--- src/rtl/gpu_pkg.sv ---
// Shared GPU definitions: requester ids, frame-buffer arbiter state encoding,
// read-return tag format, frame dimensions and the round-robin step helper.
package gpu_pkg;

   localparam int unsigned NUM_REQ   = 3;
   localparam int unsigned FB_WIDTH  = 640;
   localparam int unsigned FB_HEIGHT = 480;

   typedef enum logic [1:0] {
      REQ_BLA   = 2'd0,
      REQ_FILL  = 2'd1,
      REQ_ALPHA = 2'd2
   } req_id_e;

   typedef enum logic {
      IDLE = 1'b0,
      OWN  = 1'b1
   } arb_state_e;

   // One entry of the read-return pipeline: which requester a read belongs to.
   typedef struct packed {
      logic       valid;
      logic [1:0] id;
   } rd_tag_t;

   // Next requester id in round-robin order, wrapping after the last engine.
   function automatic logic [1:0] rr_next(input logic [1:0] id);
      return (id >= 2'(NUM_REQ - 1)) ? 2'd0 : id + 2'd1;
   endfunction

endpackage

--- src/rtl/rd_tag_pipe.sv ---
// Fixed-depth shift register carrying {valid, id} tags for outstanding SRAM
// reads, so returning data can be steered to the engine that issued it.
//   clk_i      : clock
//   rst_i      : asynchronous reset, active-high; drops every tag in flight
//   push_i     : tag entering this cycle (valid=0 for writes and idle cycles)
//   pop_o      : tag leaving the tail, aligned with SRAM read data
//   nonempty_o : at least one valid tag anywhere in the pipeline
import gpu_pkg::*;

module rd_tag_pipe #(
   parameter int unsigned RD_LAT = 2
) (
   input  logic    clk_i,
   input  logic    rst_i,
   input  rd_tag_t push_i,
   output rd_tag_t pop_o,
   output logic    nonempty_o
);

   rd_tag_t [RD_LAT-1:0] pipe_q;
   rd_tag_t [RD_LAT-1:0] pipe_d;

   always_comb begin
      pipe_d    = pipe_q;
      pipe_d[0] = push_i;
      for (int unsigned i = 1; i < RD_LAT; i++) begin
         pipe_d[i] = pipe_q[i-1];
      end
   end

   always_ff @(posedge clk_i or posedge rst_i) begin
      if (rst_i) begin
         pipe_q <= '0;
      end else begin
         pipe_q <= pipe_d;
      end
   end

   always_comb begin
      nonempty_o = 1'b0;
      for (int unsigned i = 0; i < RD_LAT; i++) begin
         nonempty_o = nonempty_o | pipe_q[i].valid;
      end
   end

   assign pop_o = pipe_q[RD_LAT-1];

endmodule

--- src/rtl/frame_buffer_arbiter.sv ---
// Shares the single-port frame-buffer SRAM between the line drawer (0), fill (1)
// and alpha blend (2) engines. Round-robin arbitration with burst locking and a
// per-owner burst cap; read data is steered back through a tag pipeline.
//   clk_i, rst_i   : clock, asynchronous active-high reset
//   req_i/we_i     : per-engine request and write enable, held until granted
//   addr_i/wdata_i : per-engine address / write data, engine i at slice i
//   gnt_o          : one-hot, access accepted this cycle
//   rvalid_o       : one-hot, read data for engine i valid this cycle
//   rdata_o        : shared read data (SRAM data while a return is valid)
//   mem_*_o        : SRAM strobe, write enable, address, write data
//   mem_rdata_i    : SRAM read data, valid RD_LAT cycles after a read strobe
//   busy_o         : an owner is active or a read is still in flight
import gpu_pkg::*;

module frame_buffer_arbiter #(
   parameter int unsigned ADDR_W    = 19,
   parameter int unsigned DATA_W    = 24,
   parameter int unsigned RD_LAT    = 2,
   parameter int unsigned MAX_BURST = 16
) (
   input  logic                      clk_i,
   input  logic                      rst_i,
   input  logic [NUM_REQ-1:0]        req_i,
   input  logic [NUM_REQ-1:0]        we_i,
   input  logic [NUM_REQ*ADDR_W-1:0] addr_i,
   input  logic [NUM_REQ*DATA_W-1:0] wdata_i,
   output logic [NUM_REQ-1:0]        gnt_o,
   output logic [NUM_REQ-1:0]        rvalid_o,
   output logic [DATA_W-1:0]         rdata_o,
   output logic                      mem_en_o,
   output logic                      mem_we_o,
   output logic [ADDR_W-1:0]         mem_addr_o,
   output logic [DATA_W-1:0]         mem_wdata_o,
   input  logic [DATA_W-1:0]         mem_rdata_i,
   output logic                      busy_o
);

   localparam int unsigned CNT_W = (MAX_BURST > 1) ? $clog2(MAX_BURST) : 1;
   localparam logic [CNT_W-1:0] BurstLast = CNT_W'(MAX_BURST - 1);

   arb_state_e       state_q, state_d;
   req_id_e          owner_q, owner_d;
   req_id_e          last_owner_q, last_owner_d;
   logic [CNT_W-1:0] burst_cnt_q, burst_cnt_d;

   logic [1:0]       cand;
   logic             found;
   req_id_e          sel;
   logic             others_req;

   rd_tag_t          rd_push;
   rd_tag_t          rd_pop;
   logic             rd_nonempty;

   always_ff @(posedge clk_i or posedge rst_i) begin
      if (rst_i) begin
         state_q      <= IDLE;
         owner_q      <= REQ_BLA;
         last_owner_q <= REQ_ALPHA;  // so the line drawer wins the first round
         burst_cnt_q  <= '0;
      end else begin
         state_q      <= state_d;
         owner_q      <= owner_d;
         last_owner_q <= last_owner_d;
         burst_cnt_q  <= burst_cnt_d;
      end
   end

   assign others_req = |(req_i & ~(NUM_REQ'(1) << owner_q));

   always_comb begin
      state_d      = state_q;
      owner_d      = owner_q;
      last_owner_d = last_owner_q;
      burst_cnt_d  = burst_cnt_q;
      gnt_o        = '0;
      mem_en_o     = 1'b0;
      mem_we_o     = 1'b0;
      mem_addr_o   = '0;
      mem_wdata_o  = '0;
      cand         = rr_next(last_owner_q);
      found        = 1'b0;
      sel          = owner_q;

      case (state_q)
         IDLE: begin
            // Arbitration cycle only: no SRAM access until the owner is registered.
            for (int unsigned k = 0; k < NUM_REQ; k++) begin
               if (!found && req_i[cand]) begin
                  sel   = req_id_e'(cand);
                  found = 1'b1;
               end
               cand = rr_next(cand);
            end
            if (found) begin
               owner_d     = sel;
               burst_cnt_d = '0;
               state_d     = OWN;
            end
         end
         OWN: begin
            if (req_i[owner_q]) begin
               gnt_o[owner_q] = 1'b1;
               mem_en_o       = 1'b1;
               mem_we_o       = we_i[owner_q];
               mem_addr_o     = addr_i[owner_q*ADDR_W +: ADDR_W];
               mem_wdata_o    = wdata_i[owner_q*DATA_W +: DATA_W];
               burst_cnt_d    = burst_cnt_q + CNT_W'(1);
               if (burst_cnt_q == BurstLast) begin
                  // Cap only forces a hand-over when someone else is waiting.
                  burst_cnt_d = '0;
                  if (others_req) begin
                     state_d      = IDLE;
                     last_owner_d = owner_q;
                  end
               end
            end else begin
               state_d      = IDLE;
               last_owner_d = owner_q;
            end
         end
         default: state_d = IDLE;
      endcase
   end

   always_comb begin
      rd_push       = '0;
      rd_push.valid = mem_en_o & ~mem_we_o;
      rd_push.id    = owner_q;
   end

   rd_tag_pipe #(
      .RD_LAT (RD_LAT)
   ) u_rd_tag_pipe (
      .clk_i      (clk_i),
      .rst_i      (rst_i),
      .push_i     (rd_push),
      .pop_o      (rd_pop),
      .nonempty_o (rd_nonempty)
   );

   always_comb begin
      rvalid_o = '0;
      rdata_o  = '0;
      if (rd_pop.valid) begin
         rvalid_o[rd_pop.id] = 1'b1;
         rdata_o             = mem_rdata_i;
      end
   end

   assign busy_o = (state_q != IDLE) | rd_nonempty;

endmodule
--- config.mk ---
export PLATFORM = sky130hd
export DESIGN_NAME = frame_buffer_arbiter
export DESIGN_NICKNAME = d
export VERILOG_FILES = /design/src/rtl/gpu_pkg.sv /design/src/rtl/rd_tag_pipe.sv /design/src/rtl/frame_buffer_arbiter.sv
export SDC_FILE = /design/constraint.sdc
export NUM_CORES = 1
export LEC_CHECK = 0
export ABC_AREA = 1
export ABC_CLOCK_PERIOD_IN_PS = 5600
export CAP_MARGIN = 20
export CORE_AREA = 2 2 93 95
export DETAILED_ROUTE_END_ITERATION = 10
export DIE_AREA = 0 0 95 97
export GPL_TIMING_DRIVEN = 0
export PLACE_DENSITY_LB_ADDON = 0.12
export SYNTH_ARGS = -nofsm -noshare
export SYNTH_HDL_FRONTEND = slang
export SYNTH_HIERARCHICAL = 1
export SYNTH_SLANG_ARGS = --single-unit
export TNS_END_PERCENT = 5
--- constraint.sdc ---
create_clock -name clk_i -period 5.6 [get_ports clk_i]
set_clock_uncertainty 0.15 [all_clocks]
set_input_delay 1.12 -clock clk_i [delete_from_list [all_inputs] [get_ports clk_i]]
set_output_delay 1.12 -clock clk_i [all_outputs]
set_load 0.02 [all_outputs]
==> results.md <==
* Status: complete, no violations
* Overall power at 1.61 mW
* Drt first pass iters at 5
* Post-synth top area share at a little over a quarter
* Cell row count at 33
* Number of diodes at 0
* Synthesized-area fraction occupied by adder cells at 0.673%
* Worst r2r src: last_owner_q[1]
* Syn Area/Cell at around 5.6 um^2
* Post-Layout Inst Area at 4400 um^2
* CP max FO at 10
* PortBufs at 236
* Fmax at 0.229 GHz
* First-pass GRT wire length at roughly 15000 um
* Async S/R FF share, synth at 100%
* Setup crit end kind: output port
* Chip height at 97 um
* Post-synthesis mux area share at 0%
* HPWL after DPL at 8230 um
* Crit Reg-Reg Endpoint: owner_q[1]
* Top FF cell, synth: dfrtp_1
* Num CTS Buffers at 3
* Yosys reg bits at 15
* Hold path startpoint: u_rd_tag_pipe/pipe_d[4]
* Final period util at 78.0%
* CTS tree: built
* WP data required at approximately 4.3 ns
* Sequential share of the synthesized area at about a fifth
* Worst EP arrival at 3.10 ns
* Die W at roughly 95 um
* Clock Latency Late Sink at 0.24 ns
* Leak pwr at 1.96 nW
* Kind of critical path: in -> out
* Non-Filler Instances at 676
* Clock sinks at 15
* Area after DPL at ~4400 um^2
* Synth cell count leaders: nand2_1, inv_1, a22oi_1, nand3_1, a21oi_1
* Min Tclk post-route at 4.37 ns
* WL final at 9570 um
* Dpl ws at approximately 1.2 ns
* Netlist cell types at 25
* Hold EP: u_rd_tag_pipe/pop_o[1]
* XOR/XNOR Fraction of Synth Area at 0%
* Post-route setup slack at 1.23 ns
* Yosys top cell by area: nand2_1
* Worst hold path cell count at 0
* Via count at 3046
* Post-CTS Hold Buffers at 0
* Initial antenna violation count at 0
* Pin count of the biggest net entering global routing at 11
* I/O Pins at about 240
* Area Overhead vs Synth at 137%
* Max clock buf depth at 2
* Synth Instances at approximately 330
* DRC viols at 0
* Core area at 8130 um^2
* Final setup TNS at 0 ns
* Mapped Area at around 1900 um^2
* Post-synth EDFFs at 0
* Final Hold Fails at 0
* GRT Total Usage at 20.0%
* Overflow after GRT at 0
* # resized after CTS at 0
* Startpoint types: input port
* Power per cell area at roughly 370 nW/um^2
* Syn_nets at just under 500
* Util after Layout at roughly 54%
* H-tree Lvls at 1
* Ranking of synthesized cells by area: nand2_1, dfrtp_1, a22oi_1, nand3_1, inv_1
* Number of global-route vias before repair at 3058
* Final setup violation count at 0
* Initial Util at 22.9%
* Max Cap Violations at 0
* Clock slew at reported path FFs at about 0.060 ns
* Hold/Removal Path Class: reg -> reg
* RSZ-0062 raised after global routing: no
* Final Max Slew Viols at 0
* Avg WL per Cell at 14.2 um
* R2R setup slack at 3.70 ns
* Synth warn at 6
* Share of layout cells above drive strength 1 at under 10%
* FF-to-FF path depth at 9
* Cell with the most instances after synthesis: nand2_1
* Initial drt markers at 121
* NumNets Final at 734
* Compound-Gate Fraction of Synth Area at 23.0%
* Post-synthesis simple-gate area fraction at 43.4%
* Placer Congestion at 0.838
* Largest family of logic cells by synthesized area: simple AND/OR/NAND/NOR gates
* Slew headroom at 67.8%
* Total die area at 9220 um^2
* Root Buffer: clkbuf_8
* Max rail drop VDD at 148 uV
* Post-DRT Antenna Nets at 0
* Post-CTS Setup Bufs at 0
* Worst slew pin tran at 0.483 ns
* Vias per cell at 4.51
* Hold WS at 0.206 ns
* Placed insts at 672
[cell families (layout without fill, tap and decap cells)]
kind of cell / after synthesis / count (layout)
buffers and inverters: 59 / 299
adders and majority gates: 1 / 1
DFF: 15 / 15
AOI/OAI and AO/OA: 67 / 67
and+or+nand+nor: 189 / 189
[report_power, final]
part	internal, mW	switching (mW)	total, mW
clock network	0.0492	0.0370	0.0861
logic	0.579	0.742	1.32
registers	0.157	0.0496	0.207
total	0.786	0.828	1.61
[layout by cell type (no fill, tap or decap), types with 4 or more instances in the layout]
cell,instances
buf_2,5
clkdlybuf4s50_1,236
nor2_4,4
nand3_1,32
a21oi_1,24
inv_1,37
nor2_1,9
inv_2,5
a22oi_1,34
dfrtp_1,14
o21ai_0,6
clkbuf_1,10
nand2_1,134
[metal layers]
| layer | GRT usage (%) | part of all wire [%] | routed length [um] | vias up |
|---|---|---|---|---|
| met5 | 0 | 0 | 0 | - |
| met4 | 1.11 | 0.42 | 40 | 0 |
| met3 | 7.94 | 12 | 1130 | 4 |
| met2 | 38.7 | 52 | 4990 | 155 |
| met1 | 20.6 | 36 | 3420 | 1327 |
| li1 | - | - | - | 1560 |
[flip-flops by register name, summed over array words and instances (netlist names)]
register              flops
burst_cnt_q               4
u_rd_tag_pipe/pipe_d      3
u_rd_tag_pipe/pop_o       3
last_owner_q              2
owner_q                   2
state_q                   1
[worst max-delay path by stage]
stage | slack, ns | from | end
detailed placement | 1.22 | req_i[1] | mem_wdata_o[22]
finish | 1.23 | req_i[1] | mem_wdata_o[22]
global placement | 1.22 | req_i[0] | mem_wdata_o[22]
CTS | 1.20 | req_i[1] | mem_wdata_o[22]
floorplan | 2.43 | req_i[0] | mem_wdata_o[4]
global route | 1.08 | req_i[0] | mem_wdata_o[22]
[final cells by class]
| cell class | count | area (um^2) |
|---|---|---|
| fill | 782 | 3730 |
| timing repair buffer | 236 | 2360 |
| multi-input combinational | 257 | 1250 |
| sequential | 15 | 377 |
| inverter | 42 | 158 |
| tap | 105 | 131 |
| buffer | 17 | 77.6 |
| clock buffer | 3 | 41.3 |
| clock inverter | 1 | 5.00 |
[worst max-delay path, cell delays in order]
cell and delay [ns]:
clkdlybuf4s50_1 0.57, nand2_2 0.11, nand3_2 0.11, nand2_2 0.10, inv_2 0.10, buf_4 0.17, nand3_1 0.08, nand3_1 0.08
clkdlybuf4s50_1 0.65
No activity file was read; power rests on OpenSTA's default activity.
==> patch: new RTL, same settings <==
Change the parameter `ADDR_W` from 19 to 17.
--- a/src/rtl/frame_buffer_arbiter.sv
+++ b/src/rtl/frame_buffer_arbiter.sv
@@ -15,3 +15,3 @@
 module frame_buffer_arbiter #(
-   parameter int unsigned ADDR_W    = 19,
+   parameter int unsigned ADDR_W    = 17,
    parameter int unsigned DATA_W    = 24,
Ports: changed (resized addr_i and mem_addr_o); port bits go from 237 to 229. No check against the original RTL was run, so the function may have changed too.
==> patch against the original RTL <==
Non-clock buffer count fell by 5; wire length decreased by 4.9%; final area fell by 1.5%; maximum frequency decreased by 4.1%; critical endpoint is now mem_wdata_o[7]; sequential cell count did not move; worst setup slack worse by 190 ps; area after synthesis is 0.87% higher; largest cell class unchanged; first-iteration DRC count shrank 38%; register-to-register slack better by 120 ps; power decreased by 9.0%.
==> patch: results (changes against the original RTL) <==
| Metric | Value |
|---|---|
| Routability Congestion | 0.818 (-2.4%) |
| RR Endpoint | u_rd_tag_pipe/pipe_d[5] |
| Max layer used | met4 |
| 1st-iter DRT viols | 75 (-38%) |
| Setup slack, reg-to-reg | 3820 ps (+120 ps) |
| First-pass GRT wire length | 14000 um (-4.6%) |
| Final wirelength | 9110 um (-4.9%) |
| Complex-gate fraction of the synthesized area | 10.7% (-12 points) |
| Metal3 WL | 1060 um (-6.0%) |
| Dpl hpwl | 7870 um (-4.3%) |
| Status | finished, final reports clean |
| Hold Crit Class | reg -> reg |
| Adder-cell area share of the yosys netlist | 0.667% (-0.0058 points) |
| Post-synthesis mux area share | 0% (unchanged) |
| Largest net degree at the start of global routing | 11 (unchanged) |
| Pre-CTS WS | 1090 ps (-126 ps) |
| Reg with most FFs | burst_cnt_q |
| Largest cells by area after synthesis | nand2_1 (33%), dfrtp_1 (19%), nand3_1 (16%), a31oi_1 (7.3%), inv_1 (7.2%) |
| Leakage power | 1.93 nW (-1.6%) |
| CP peak stage delay | 640 ps |
| Total Nets Final | 745 (+1.5%) |
| Worst reg2reg path depth | 7 (-2) |
| Met2 GRT Util | 35.6% (-3.2 points) |
| H-tree depth | 1 (unchanged) |
| Max reg flops | 4 (unchanged) |
| Share of post-route cells with drive strength above 1 | 3.91% (-0.99 points) |
| Layout Cells excl Fill | 693 (+2.5%) |
| Post-CTS setup buffer count | 0 (unchanged) |
| Relative slew slack | 68.6% (+0.79 points) |
| Hold Slack | 197 ps (-9.37 ps) |
| Reg-to-Reg Start | owner_q[0] |
| Post-DP Area | 0.00429 mm2 (-1.5%) |
| Top cells by count, synth | nand2_1 (167), nand3_1 (61), inv_1 (36) |
| Buffers on Ports | 228 (-3.4%) |
| First drt pass iteration count | 4 (-1) |
| Post-synth ARST share | 100% (unchanged) |
| Total Routing Usage GR | 19.0% (-0.95 points) |
| Syn_nets | 512 (+3.9%) |
| Met3 layer usage reported by global route | 7.40% (-0.55 points) |
| GR Util met1 | 18.9% (-1.6 points) |
| M1 WL | 3250 um (-4.9%) |
| Routed wl met2 | 4570 um (-8.4%) |
| Post-synth cell types | 26 (+4.0%) |
| Vias in the first global route | 2977 (-2.6%) |
| Worst Path Arrival | 3280 ps (+180 ps) |
| CTS Buffer Depth | 2 (unchanged) |
| Post-synthesis xor/xnor area fraction | 0% (unchanged) |
| Clk pin slew, worst setup/hold paths | 60 ps (about the same) |
| Register area share after synthesis | 20.1% (-0.18 points) |
| CTS Buf Count | 3 (unchanged) |
| Crit path max fanout | 10 (unchanged) |
| Min-Delay Path Depth | 0 (unchanged) |
| DR vias/cell | 4.44 (-1.5%) |
| Synth Instances | 356 (+7.6%) |
| Worst VDD drop | 151 uV (+1.8%) |
==> patch: changes by cell type in the layout (fill, tap and decap cells not counted), sizes merged <==
cell / before / now
a22oi: 34 / 1
nand2: 137 / 168
nand3: 33 / 61
a21oi: 24 / 2
a31oi: 1 / 22
clkdlybuf4s50: 236 / 228
clkbuf: 13 / 16
inv: 42 / 40
buf: 7 / 8
clkinv: 1 / 0
nor2: 14 / 15
o211ai: 1 / 0
o21ai: 7 / 6
==> patch: worst max-delay path by stage <==
| stage | start | endpoint | slack (ps) | depth (start not counted) |
|---|---|---|---|---|
| 2_1_floorplan | req_i[2] | mem_wdata_o[11] | 2330 | 5 |
| 3_3_place_gp | req_i[2] | mem_wdata_o[7] | 1100 | 7 |
| 3_5_place_dp | req_i[2] | mem_wdata_o[7] | 1090 | 7 |
| 4_1_cts | req_i[2] | mem_wdata_o[7] | 1080 | 7 |
| 5_1_grt | req_i[2] | mem_wdata_o[7] | 920 | 7 |
| 6_report | req_i[2] | mem_wdata_o[7] | 1050 | 7 |
==> patch: worst max-delay path, delay by kind of cell <==
kind / cells / cell delay (ps)
buf+inv: 3 / 1620
simple gates: 4 / 530
==> patch: cell type report <==
cell class | instances | area [um2]
buffer | 20 | 86.3
clock buffer | 4 | 45.0
fill | 807 | 3800
inverter | 40 | 150
multi-input combinational | 281 | 1260
sequential | 15 | 377
tap | 105 | 131
timing repair buffer | 228 | 2280
==> patch: cell families after synthesis <==
group | count (synthesis)
flip-flops | 15
AND/OR/NAND/NOR | 249
adder cells (fa/ha/maj) | 1
AO/OA/AOI/OAI | 31
buffers and inverters | 60
==> patch: report_power, final <==
part           leakage [nW]  internal, mW  switching, mW
Clock                0.0228        0.0504         0.0368
Combinational          1.71         0.511          0.673
Sequential            0.192         0.155         0.0428
